--- config.mk ---
export PLATFORM = sky130hd
export DESIGN_NAME = writeback_stage
export DESIGN_NICKNAME = d
export VERILOG_FILES = /design/src/rtl/writeback_stage.sv
export SDC_FILE = /design/constraint.sdc
export NUM_CORES = 1
export LEC_CHECK = 0
export ABC_CLOCK_PERIOD_IN_PS = 4200
export BUFFER_PORTS_ARGS = -buffer_cell sky130_fd_sc_hd__buf_2
export CAP_MARGIN = 30
export CELL_PAD_IN_SITES_DETAIL_PLACEMENT = 2
export CELL_PAD_IN_SITES_GLOBAL_PLACEMENT = 2
export CORE_MARGIN = 2
export CORE_UTILIZATION = 30
export CTS_BUF_LIST = sky130_fd_sc_hd__clkbuf_8
export DETAILED_ROUTE_END_ITERATION = 16
export PLACE_DENSITY = 0.86
export SYNTH_ARGS = -nofsm -noshare
export SYNTH_HDL_FRONTEND = slang
export SYNTH_SLANG_ARGS = --single-unit
--- constraint.sdc ---
create_clock -name clk -period 4.2 [get_ports clk]
set_clock_uncertainty 0.15 [all_clocks]
set_input_delay 0.21 -clock clk [delete_from_list [all_inputs] [get_ports clk]]
set_output_delay 0.21 -clock clk [all_outputs]
set_load 0.02 [all_outputs]
--- src/rtl/writeback_stage.sv ---
// Writeback stage: selects link/load/ALU result, extracts big-endian loads, and registers
// the result for the register-file write port and forwarding, counting retired instructions.
module writeback_stage #(
    parameter int unsigned DATA_W = 32,
    parameter int unsigned REG_AW = 5
) (
    input  logic              clk,
    input  logic              rst_n,
    input  logic              in_valid,
    output logic              in_ready,
    input  logic              in_memtoreg,
    input  logic              in_link,
    input  logic              in_regwrite,
    input  logic [REG_AW-1:0] in_dest,
    input  logic [DATA_W-1:0] in_aluout,
    input  logic [DATA_W-1:0] in_readdata,
    input  logic [DATA_W-1:0] in_pc,
    input  logic [1:0]        in_ldsize,
    input  logic              in_ldunsigned,
    input  logic              stall,
    input  logic              flush,
    output logic              rf_we,
    output logic [REG_AW-1:0] rf_waddr,
    output logic [DATA_W-1:0] rf_wdata,
    output logic              wb_valid,
    output logic [DATA_W-1:0] wb_result,
    output logic              misalign,
    output logic [31:0]       retire_cnt
);

    localparam int unsigned NBYTES = DATA_W / 8;
    localparam int unsigned OFF_W  = $clog2(NBYTES);
    localparam int unsigned SH_W   = $clog2(DATA_W);

    logic [OFF_W-1:0]         w_off;
    logic [1:0]               w_size;
    logic [SH_W-1:0]          w_sh;
    logic [OFF_W-1:0]         w_align_mask;
    logic [DATA_W-1:0]        w_shift;
    logic signed [DATA_W-1:0] w_sra;
    logic [DATA_W-1:0]        w_srl;
    logic [DATA_W-1:0]        w_load;
    logic [DATA_W-1:0]        w_result;
    logic                     w_misal;
    logic                     w_accept;
    logic                     w_retire;

    logic                     r_valid;
    logic                     r_regwrite;
    logic [REG_AW-1:0]        r_dest;
    logic [DATA_W-1:0]        r_result;
    logic                     r_misalign;
    logic [31:0]              r_retire_cnt;

    assign w_off = in_aluout[OFF_W-1:0];

    always_comb begin
        w_size = in_ldsize;
        if (DATA_W == 32 && in_ldsize == 2'd3) begin
            w_size = 2'd2;
        end
    end

    // Shift the addressed lane to the top, then shift it back down with sign or zero fill.
    assign w_shift      = in_readdata << {w_off, 3'b000};
    assign w_sh         = SH_W'(DATA_W - (8 << w_size));
    assign w_sra        = $signed(w_shift) >>> w_sh;
    assign w_srl        = w_shift >> w_sh;
    assign w_load       = in_ldunsigned ? w_srl : w_sra;
    assign w_align_mask = OFF_W'((1 << w_size) - 1);

    always_comb begin
        w_result = in_aluout;
        w_misal  = 1'b0;
        if (in_link) begin
            w_result = in_pc + DATA_W'(8);
        end else if (in_memtoreg) begin
            w_result = w_load;
            w_misal  = |(w_off & w_align_mask);
        end
    end

    assign in_ready = !stall;
    assign w_accept = in_valid && !stall && !flush;
    assign w_retire = r_valid && (!stall || flush);

    always_ff @(posedge clk or negedge rst_n) begin
        if (!rst_n) begin
            r_valid    <= 1'b0;
            r_regwrite <= 1'b0;
            r_dest     <= '0;
            r_result   <= '0;
            r_misalign <= 1'b0;
        end else begin
            if (flush) begin
                r_valid <= 1'b0;
            end else if (!stall) begin
                r_valid <= in_valid;
            end
            if (w_accept) begin
                r_regwrite <= in_regwrite;
                r_dest     <= in_dest;
                r_result   <= w_result;
                r_misalign <= w_misal;
            end
        end
    end

    always_ff @(posedge clk or negedge rst_n) begin
        if (!rst_n) begin
            r_retire_cnt <= '0;
        end else if (w_retire) begin
            r_retire_cnt <= r_retire_cnt + 32'd1;
        end
    end

    assign wb_valid   = r_valid;
    assign misalign   = r_valid && r_misalign;
    assign rf_we      = r_valid && r_regwrite && (r_dest != '0) && !r_misalign;
    assign rf_waddr   = r_dest;
    assign rf_wdata   = r_result;
    assign wb_result  = r_result;
    assign retire_cnt = r_retire_cnt;

endmodule

==> results of run 1 <==
==> where the power goes <==
| group | internal (W) | leakage [nW] | switching [W] |
|---|---|---|---|
| clock | 0.000353 | 0.113 | 0.000299 |
| sequential | 0.000785 | 0.935 | 0.000109 |
| combinational | 0.000281 | 2.09 | 0.000498 |
==> metal layers <==
layer / global-route usage [%] / routed length, um / share of wire [%] / up-vias
li1: - / - / - / 2458
met1: 29.76 / 9091 / 41 / 2706
met2: 42.92 / 10750 / 49 / 208
met3: 5.068 / 1252 / 5.7 / 43
met4: 10.12 / 835 / 3.8 / 0
met5: 0 / 0 / 0 / -
==> timing repair <==
item	in CTS	in global routing
endpoints found under the hold margin	57	0
hold buffers	12	0
setup buffers	0	0
setup endpoints to repair	0	0
==> cells in the mapped netlist (3+ instances only) <==
cell type  instances
nand4_1           17
clkbuf_1          18
and3_1            10
a221o_1            4
mux2_2             7
xor2_1            26
inv_1             11
o211ai_1          11
o21ai_0           19
o211a_1            3
xnor2_1           34
a22oi_1            4
and2_1             5
a21oi_1           33
buf_2              6
nand2_1           64
nor4_1             5
o221ai_1          12
nor3_1            12
buf_4             34
o21ai_1            4
a221oi_1          11
and4_1             6
mux2i_1           23
dfrtp_1           72
nor2_1            34
o22ai_1            9
nand3_1           25
nand2b_1           3
a211oi_1           4
==> flip-flops by register name, indices dropped and copies added (netlist names) <==
name / count
retire_cnt: 32
wb_valid: 1
rf_waddr: 5
rf_wdata: 32
r_misalign: 1
r_regwrite: 1
==> critical path: stages <==
cell and delay (ns):
dlygate4sd3_1 0.54, buf_2 0.17, or3b_2 0.58, buf_12 0.24
nor3_2 0.37, o21ai_0 0.18, o21ai_0 0.20, a221o_1 0.13
==> cell type report <==
class | instances | area, um2 | share of cell area (%)
Inverter | 12 | 45.04 | 0.6879
Tap cell | 220 | 275.3 | 4.204
Clock buffer | 10 | 137.6 | 2.102
Clock inverter | 6 | 90.09 | 1.376
Multi-Input combinational cell | 434 | 2927 | 44.70
Timing Repair Buffer | 234 | 1271 | 19.42
Sequential cell | 72 | 1802 | 27.52
==> how the worst min path moves through the flow <==
stage / startpoint / end / slack, ns / depth (start not counted)
floorplan: rst_n / r_misalign$_DFFE_PN0P_ / -0.24 / 0
global placement: in_dest[0] / rf_waddr[0]$_DFFE_PN0P_ / 0.26 / 3
detailed placement: rst_n / retire_cnt[8]$_DFFE_PN0P_ / -0.008 / 1
CTS: in_aluout[23] / rf_wdata[23]$_DFFE_PN0P_ / 0.006 / 3
global route: in_aluout[23] / rf_wdata[23]$_DFFE_PN0P_ / 0.03 / 3
finish: in_aluout[30] / rf_wdata[30]$_DFFE_PN0P_ / 0.02 / 3
==> kinds of logic after synthesis <==
group,synth area share [%]
AND/OR/NAND/NOR,20.79
flip-flops,35.10
adder cells (fa/ha/maj),0.4874
multiplexers,6.727
AO/OA/AOI/OAI,18.77
buffers and inverters,7.896
XOR/XNOR,10.24
==> metrics by stage <==
stage,setup slack [ns],std cells,hold slack (ns)
6_report,1.726,988,0.02422
5_1_grt,1.605,988,0.03108
4_1_cts,1.739,988,0.006406
3_5_place_dp,1.688,960,-0.007820
3_3_place_gp,1.768,958,0.2582
2_1_floorplan,2.251,578,-0.2356
==> impl_metrics.tcl, run 1 <==
set metrics [dict create \
    status "completed" \
    antenna_found_initial 0 \
    die_w_um 134.8 \
    power.density_nw_per_um2 355.1 \
    yosys_warnings 0 \
    grt_pass1_vias 6040 \
    root_buffer "clkbuf_8" \
    critPathKind "in2reg" \
    cts-htree-levels 3 \
    worstSetupEndpointType "register" \
    drtPass1Iterations 4 \
    r2r-end "retire_cnt[28]$_DFFE_PN0P_" \
    crit_required_ns 4.36 \
    synthToLayoutAreaGrowth_pct 27.54 \
    start_util_pct 30.85 \
    worst-r2r-cell-count 5 \
    wl_um 21930 \
    syn_avg_cell_area_um2 8.882 \
    slew_headroom_pct 48.11 \
    rsz0062_at_grt "false" \
    finalNetCount 877 \
    gp_congestion 0.9103 \
    drc 0 \
    clkTransAtPathRegs_ns 0.08 \
    ys_seq_elements 72 \
    cts_resized 0 \
    power_w 0.002325 \
    routedWlPerCell_um 22.19 \
    worstSetupStartpointType "input port" \
    synth-main-ff-cell "dfrtp_1" \
    clkLatencyLatePin_ns 0.37 \
    ios 217 \
    reg2reg_from "retire_cnt[8]$_DFFE_PN0P_" \
    postSynth.asyncResetShare_pct 100.0 \
    grt_pass1_wl_um 34480 \
    finalSetupTns_ns 0 \
    hp-class "in2reg" \
    cts_tree "done" \
    fin_util_pct 39.34 \
    seq_area_frac_synth_pct 35.10 \
    diodes 0 \
    fillers 1915 \
    final_cell_mix "216 x buf_2, 72 x dfrtp_1, 64 x nand2_1" \
    layout-drive-gt1-share_pct 34.64 \
    globalRouteTotalUtil_pct 24.70 \
    arrival_ns 2.64 \
    synth_fp_nets 692 \
    rows 47 \
    syn_inst 578 \
    critPathLaunch "flush" \
    finalInstanceArea_um2 6548 \
    die_h_um 134.8 \
    syn_area_um2 5134 \
    place_area_um2 6200 \
    drtIter0Drc 280 \
    die-area_um2 18180 \
    layout_commonest_cell "buf_2" \
    worstPathMaxFanout 41 \
    core_um2 16640 \
    finalHoldViolCount 0 \
    grt_start_max_net_pins 42 \
    setup_viol_count_final 0 \
    yosys.area.top_type "dfrtp_1" \
    power_leakage_nw 3.135 \
    grt_overflow 0 \
    synthDominantCellAreaShare_pct 35.10 \
    numPortBuffers 216 \
    cp-endpoint "rf_wdata[26]$_DFFE_PN0P_" \
    worstMarginPinSlew_ns 0.7725 \
    ys_types 67 \
    drtAntennaViolNets 0 \
    cts.sinks 72 \
    cts_inserted_buffers 9 \
    max_freq_mhz 404.1 \
    min_period_ns 2.474 \
    synth.area.top_cells "dfrtp_1 35%, xnor2_1 5.8%, buf_4 5.0%, nand2_1 4.7%, mux2i_1 4.5%" \
    synth_edf_count 0 \
    slew_violations 0 \
    peakVddDrop_mv 0.1301 \
    ff2ff_setup_slack_ns 2.01 \
    vias_per_cell 5.481 \
    max_cap_violations 0 \
    via_count 5415 \
    dpl.hpwl_um 17360 \
    layout_worst_path_cycle_share_pct 58.91 \
    clock_path_buffers 2 \
]
Power figures use the tool's default switching activity.
==> inputs of run 2 (changes only) <==
- ABC_CLOCK_PERIOD_IN_PS: 4200 -> 2160
- CORE_UTILIZATION: 30 -> 25
- PLACE_DENSITY: 0.86 -> 0.76
- clock period: 4.2 -> 2.16 ns (I/O delays scaled with it)
==> impl_metrics.tcl, run 2 (same netlist as run 1, synthesis figures left out) <==
set metrics [dict create \
    status "completed" \
    arrival_ns 2.21 \
    cp_num_buf_inv 3 \
    hp-class "in2reg" \
    layout-drive-gt1-share_pct 34.56 \
    routedWlPerCell_um 21.33 \
    finalInstanceArea_um2 7279 \
    critPathKind "in2reg" \
    ios 217 \
    pre_cts_slack_ns 0.1217 \
    finalNetCount 948 \
    p_sw_share_pct 38.59 \
    core_um2 20170 \
    grt_pass1_wl_um 37270 \
    min_period_ns 2.082 \
    power.density_nw_per_um2 641.9 \
    layout_setup_ws_ns 0.07797 \
    die_w_um 147.3 \
    cts_inserted_buffers 9 \
    critPathSlowestCell "mux4_2" \
    setup_viol_count_final 0 \
    start_util_pct 25.45 \
    worstSetupEndpointType "register" \
    drtAntennaViolNets 0 \
    power_switching_w 0.001803 \
    grt_pass1_vias 6440 \
    crit_required_ns 2.29 \
    layout_worst_path_cycle_share_pct 96.39 \
    critPathMostFrequentCell "dlygate4sd3_1" \
    cts.sinks 72 \
    drc 0 \
    die-area_um2 21700 \
    slowest_delay_ns 0.57 \
    gp_congestion 0.8921 \
    intPower_w 0.002869 \
    cts_tree "done" \
    wl_um 23660 \
    worstPathMaxFanout 4 \
    crit_family "buffers and inverters" \
    die_h_um 147.3 \
    max_freq_mhz 480.3 \
    worstMarginPinSlew_ns 0.6085 \
    slew_headroom_pct 58.38 \
    finalSetupTns_ns 0 \
    rsz0062_at_grt "false" \
    fillers 2314 \
    grt_start_max_net_pins 44 \
    rows 52 \
    layout_commonest_cell "buf_2" \
    numPortBuffers 216 \
    clkLatencyLatePin_ns 0.38 \
    power_leakage_nw 3.488 \
    finalHoldViolCount 0 \
    p_comb_share_pct 36.5 \
    cp_cell_sequence "dlygate4sd3_1 > buf_2 > mux4_2 > o211ai_1 > a21oi_1 > dlygate4sd3_1" \
    clkTransAtPathRegs_ns 0.09 \
    antenna_found_initial 0 \
    clock_path_buffers 2 \
    cts-htree-levels 3 \
    root_buffer "clkbuf_8" \
    cts_setup_buffers 0 \
    dpl.hpwl_um 18160 \
    clkPwrFrac_pct 26.5 \
    slew_violations 0 \
    drtIter0Drc 225 \
    max_cap_violations 0 \
    globalRouteTotalUtil_pct 22.28 \
    diodes 0 \
    worstSetupStartpointType "input port" \
    synthToLayoutAreaGrowth_pct 41.80 \
    drtPass1Iterations 4 \
    power_frac_seq_pct 37.0 \
    place_area_um2 6485 \
    final_cell_mix "214 x buf_2, 72 x dfrtp_1, 64 x nand2_1" \
    grt_overflow 0 \
    vias_per_cell 5.144 \
    fin_hold_ws_ns 0.007930 \
    peakVddDrop_mv 0.2056 \
    via_count 5705 \
]
-- run 2: cell count changes in the layout (fill, tap and decap cells not counted), moves of 2 or more --
cell	previous run	this run
dlygate4sd3_1	12	57
buf_2	216	214
buf_4	4	29
inv_1	11	14
buf_12	2	4
-- run 2: path summary, 6_finish.rpt --
kind                                                  from  cells after the start  slack [ns]                          to
worst max register to register   retire_cnt[8]$_DFFE_PN0P_                      6        0.17  retire_cnt[20]$_DFFE_PN0P_
max in group asynchronous                            rst_n                      3        1.19    rf_wdata[29]$_DFFE_PN0P_
worst min register to register  retire_cnt[31]$_DFFE_PN0P_                      1        0.32  retire_cnt[31]$_DFFE_PN0P_
min in group asynchronous                            rst_n                      2        0.07  retire_cnt[11]$_DFFE_PN0P_
worst min-delay path                             in_pc[19]                      3       0.008    rf_wdata[19]$_DFFE_PN0P_
worst max-delay path                        in_readdata[4]                      6        0.08     rf_wdata[4]$_DFFE_PN0P_
-- run 2: layout make-up --
cell class	instances	area [um2]	share of cell area, %
Sequential cell	72	1802	24.75
Inverter	12	45.04	0.6188
Multi-Input combinational cell	434	2934	40.31
Tap cell	270	337.8	4.641
Clock buffer	10	137.6	1.891
Clock inverter	6	76.32	1.048
Timing Repair Buffer	305	1947	26.74
-- run 2: layer usage --
metal | vias up | part of all wire (%) | track usage (%)
met3 | 26 | 4.9 | 2.888
met2 | 213 | 51 | 40.30
li1 | 2608 | - | -
met1 | 2858 | 42 | 27.40
met4 | 0 | 2.2 | 7.115
met5 | - | 0 | 0
-- run 2: worst register-to-register path, cell delays in order, from the launching register on --
cell	delay (ns)
dfrtp_1	0.44
and4_1	0.29
nand3_1	0.21
nor4_4	0.28
buf_4	0.22
nand4_1	0.15
xnor2_1	0.15
-- run 2: repair_timing --
action / 4_1_cts / 5_1_grt
endpoints found under the hold margin: 108 / 0
setup endpoints to repair: 0 / 2
resized for setup: 0 / 3
hold buffers: 57 / 0
-- run 2: power by group through the flow --
| stage | clock network (W) | logic (W) | registers [W] |
|---|---|---|---|
| final | 0.00124 | 0.00170 | 0.00173 |
| after detailed placement | 0 | 0.00158 | 0.00175 |
| after floorplan | 0 | 0.000794 | 0.00191 |
| after CTS | 0.00128 | 0.00170 | 0.00173 |
| after global placement | 0 | 0.00154 | 0.00175 |
| after global routing | 0.00134 | 0.00183 | 0.00176 |
-- run 2: through the flow --
step                      std cells  power [W]  util [%]
after floorplan                 578   0.002707         -
after detailed placement       1036   0.003331     32.15
final                          1109   0.004673     36.09
after global placement         1036   0.003282     32.15
after CTS                      1109   0.004710     36.04
after global routing           1109   0.004930     36.09
==> inputs of run 3 (changes only) <==
--- a/config.mk
+++ b/config.mk
@@ -6,5 +6,5 @@
 export NUM_CORES = 1
 export LEC_CHECK = 0
-export ABC_CLOCK_PERIOD_IN_PS = 2160
+export ABC_CLOCK_PERIOD_IN_PS = 1900
 export BUFFER_PORTS_ARGS = -buffer_cell sky130_fd_sc_hd__buf_2
 export CAP_MARGIN = 30
@@ -16,4 +16,5 @@
 export DETAILED_ROUTE_END_ITERATION = 16
 export PLACE_DENSITY = 0.76
+export SKIP_LAST_GASP = 1
 export SYNTH_ARGS = -nofsm -noshare
 export SYNTH_HDL_FRONTEND = slang
==> constraint.sdc (replaced) <==
create_clock -name clk -period 1.9 [get_ports clk]
set_clock_uncertainty 0.15 [all_clocks]
set_input_delay 0.285 -clock clk [delete_from_list [all_inputs] [get_ports clk]]
set_output_delay 0.285 -clock clk [all_outputs]
set_load 0.02 [all_outputs]
==> impl_metrics.tcl, run 3 (same netlist as run 1, synthesis figures left out) <==
set metrics [dict create \
    layout_commonest_cell "buf_2" \
    dpl.hpwl_um 18630 \
    status "completed" \
    worstSetupEndpointType "register" \
    die_w_um 147.3 \
    clkLatencyLatePin_ns 0.37 \
    layout-drive-gt1-share_pct 41.90 \
    clkTransAtPathRegs_ns 0.08 \
    root_buffer "clkbuf_8" \
    worstSetupStartpointType "input port" \
    drtAntennaViolNets 0 \
    max_freq_mhz 556.6 \
    rsz0062_at_grt "false" \
    via_count 5651 \
    globalRouteTotalUtil_pct 21.21 \
    wl_um 22980 \
    cts_tree "done" \
    grt_pass1_vias 6115 \
    die_h_um 147.3 \
    max_cap_violations 0 \
    numPortBuffers 216 \
    finalSetupTns_ns 0 \
    critPathKind "in2reg" \
    finalInstanceArea_um2 7177 \
    drtIter0Drc 247 \
    slew_headroom_pct 57.81 \
    grt_pass1_wl_um 35690 \
    clock_path_buffers 2 \
    fillers 2347 \
    finalHoldViolCount 0 \
    power.density_nw_per_um2 742.5 \
    slew_violations 0 \
    cts_inserted_buffers 9 \
    drtPass1Iterations 5 \
    ios 217 \
    gp_congestion 0.8839 \
    synthToLayoutAreaGrowth_pct 39.80 \
    finalNetCount 949 \
    hp-class "in2reg" \
    vias_per_cell 5.091 \
    cts-htree-levels 3 \
    worstPathMaxFanout 6 \
    final_cell_mix "214 x buf_2, 82 x buf_4, 68 x dfrtp_1" \
    min_period_ns 1.797 \
    routedWlPerCell_um 20.70 \
    layout_worst_path_cycle_share_pct 94.56 \
    crit_required_ns 1.99 \
    start_util_pct 25.45 \
    grt_overflow 0 \
    peakVddDrop_mv 0.3658 \
    rows 52 \
    cts.sinks 72 \
    power_leakage_nw 3.496 \
    fin_hold_ws_ns 0.02548 \
    drc 0 \
    grt_start_max_net_pins 73 \
    core_um2 20170 \
    arrival_ns 1.89 \
    antenna_found_initial 1 \
    setup_viol_count_final 0 \
    diodes 0 \
    place_area_um2 6845 \
    worstMarginPinSlew_ns 0.6295 \
    die-area_um2 21700 \
]
## run 3: cell types whose count changed in the layout (fill, tap and decap cells not counted), sizes merged
cell,previous run,this run
dlygate4sd3,57,7
inv,14,11
clkinv,2,4
buf,247,299
## run 3: report_power, final
group | total [W] | switching [W] | internal, W
clock | 0.00148 | 0.000674 | 0.000810
sequential | 0.00193 | 0.000200 | 0.00173
combinational | 0.00191 | 0.00118 | 0.000734
total | 0.00533 | 0.00205 | 0.00328
## run 3: worst max-delay path, stage by stage
cell	delay (ns)
buf_2	0.12
or2_2	0.30
o22a_2	0.26
buf_4	0.16
o31ai_2	0.41
o221ai_1	0.20
o311ai_0	0.15
## run 3: final cells by class
class	count	area [um2]	area share, %
Clock buffer	11	151.4	2.109
Timing Repair Buffer	306	1808	25.19
Clock inverter	5	78.83	1.098
Multi-Input combinational cell	434	2949	41.09
Tap cell	270	337.8	4.707
Inverter	12	45.04	0.6276
Sequential cell	72	1807	25.17
## run 3: through the flow
stage | power (W) | std cells | utilization, % | setup WS (ns)
global route | 0.005600 | 1110 | 35.58 | 0.005645
global placement | 0.003810 | 1086 | 33.94 | -0.1838
detailed placement | 0.003865 | 1086 | 33.94 | -0.3088
CTS | 0.005372 | 1110 | 35.47 | 0.02832
finish | 0.005329 | 1110 | 35.58 | 0.1034
floorplan | 0.003078 | 578 | - | 0.03946
## run 3: metal layers
layer	up-vias	GRT usage [%]	routed length [um]
met1	2819	26.91	10040
met2	195	36.61	11200
met3	34	3.168	1084
li1	2601	-	-
met5	-	0	11
met4	2	7.644	644
## run 3: path summary, 6_finish.rpt
path,startpoint,endpoint,slack [ns],cells after the start
min,flush,wb_valid$_DFFE_PN0N_,0.03,2
min reg2reg,retire_cnt[31]$_DFFE_PN0P_,retire_cnt[31]$_DFFE_PN0P_,0.33,1
min in group asynchronous,rst_n,rf_wdata[0]$_DFFE_PN0P_,0.31,3
max in group asynchronous,rst_n,rf_wdata[6]$_DFFE_PN0P_,0.93,3
max reg2reg,retire_cnt[9]$_DFFE_PN0P_,retire_cnt[20]$_DFFE_PN0P_,0.12,6
max,in_ldunsigned,rf_wdata[11]$_DFFE_PN0P_,0.10,7
## run 3: timing repair
item	CTS	global route
setup endpoints to repair	1	6
hold endpoints to repair	78	0
hold buffers	7	0
gates resized for setup	0	6
setup buffers	1	0
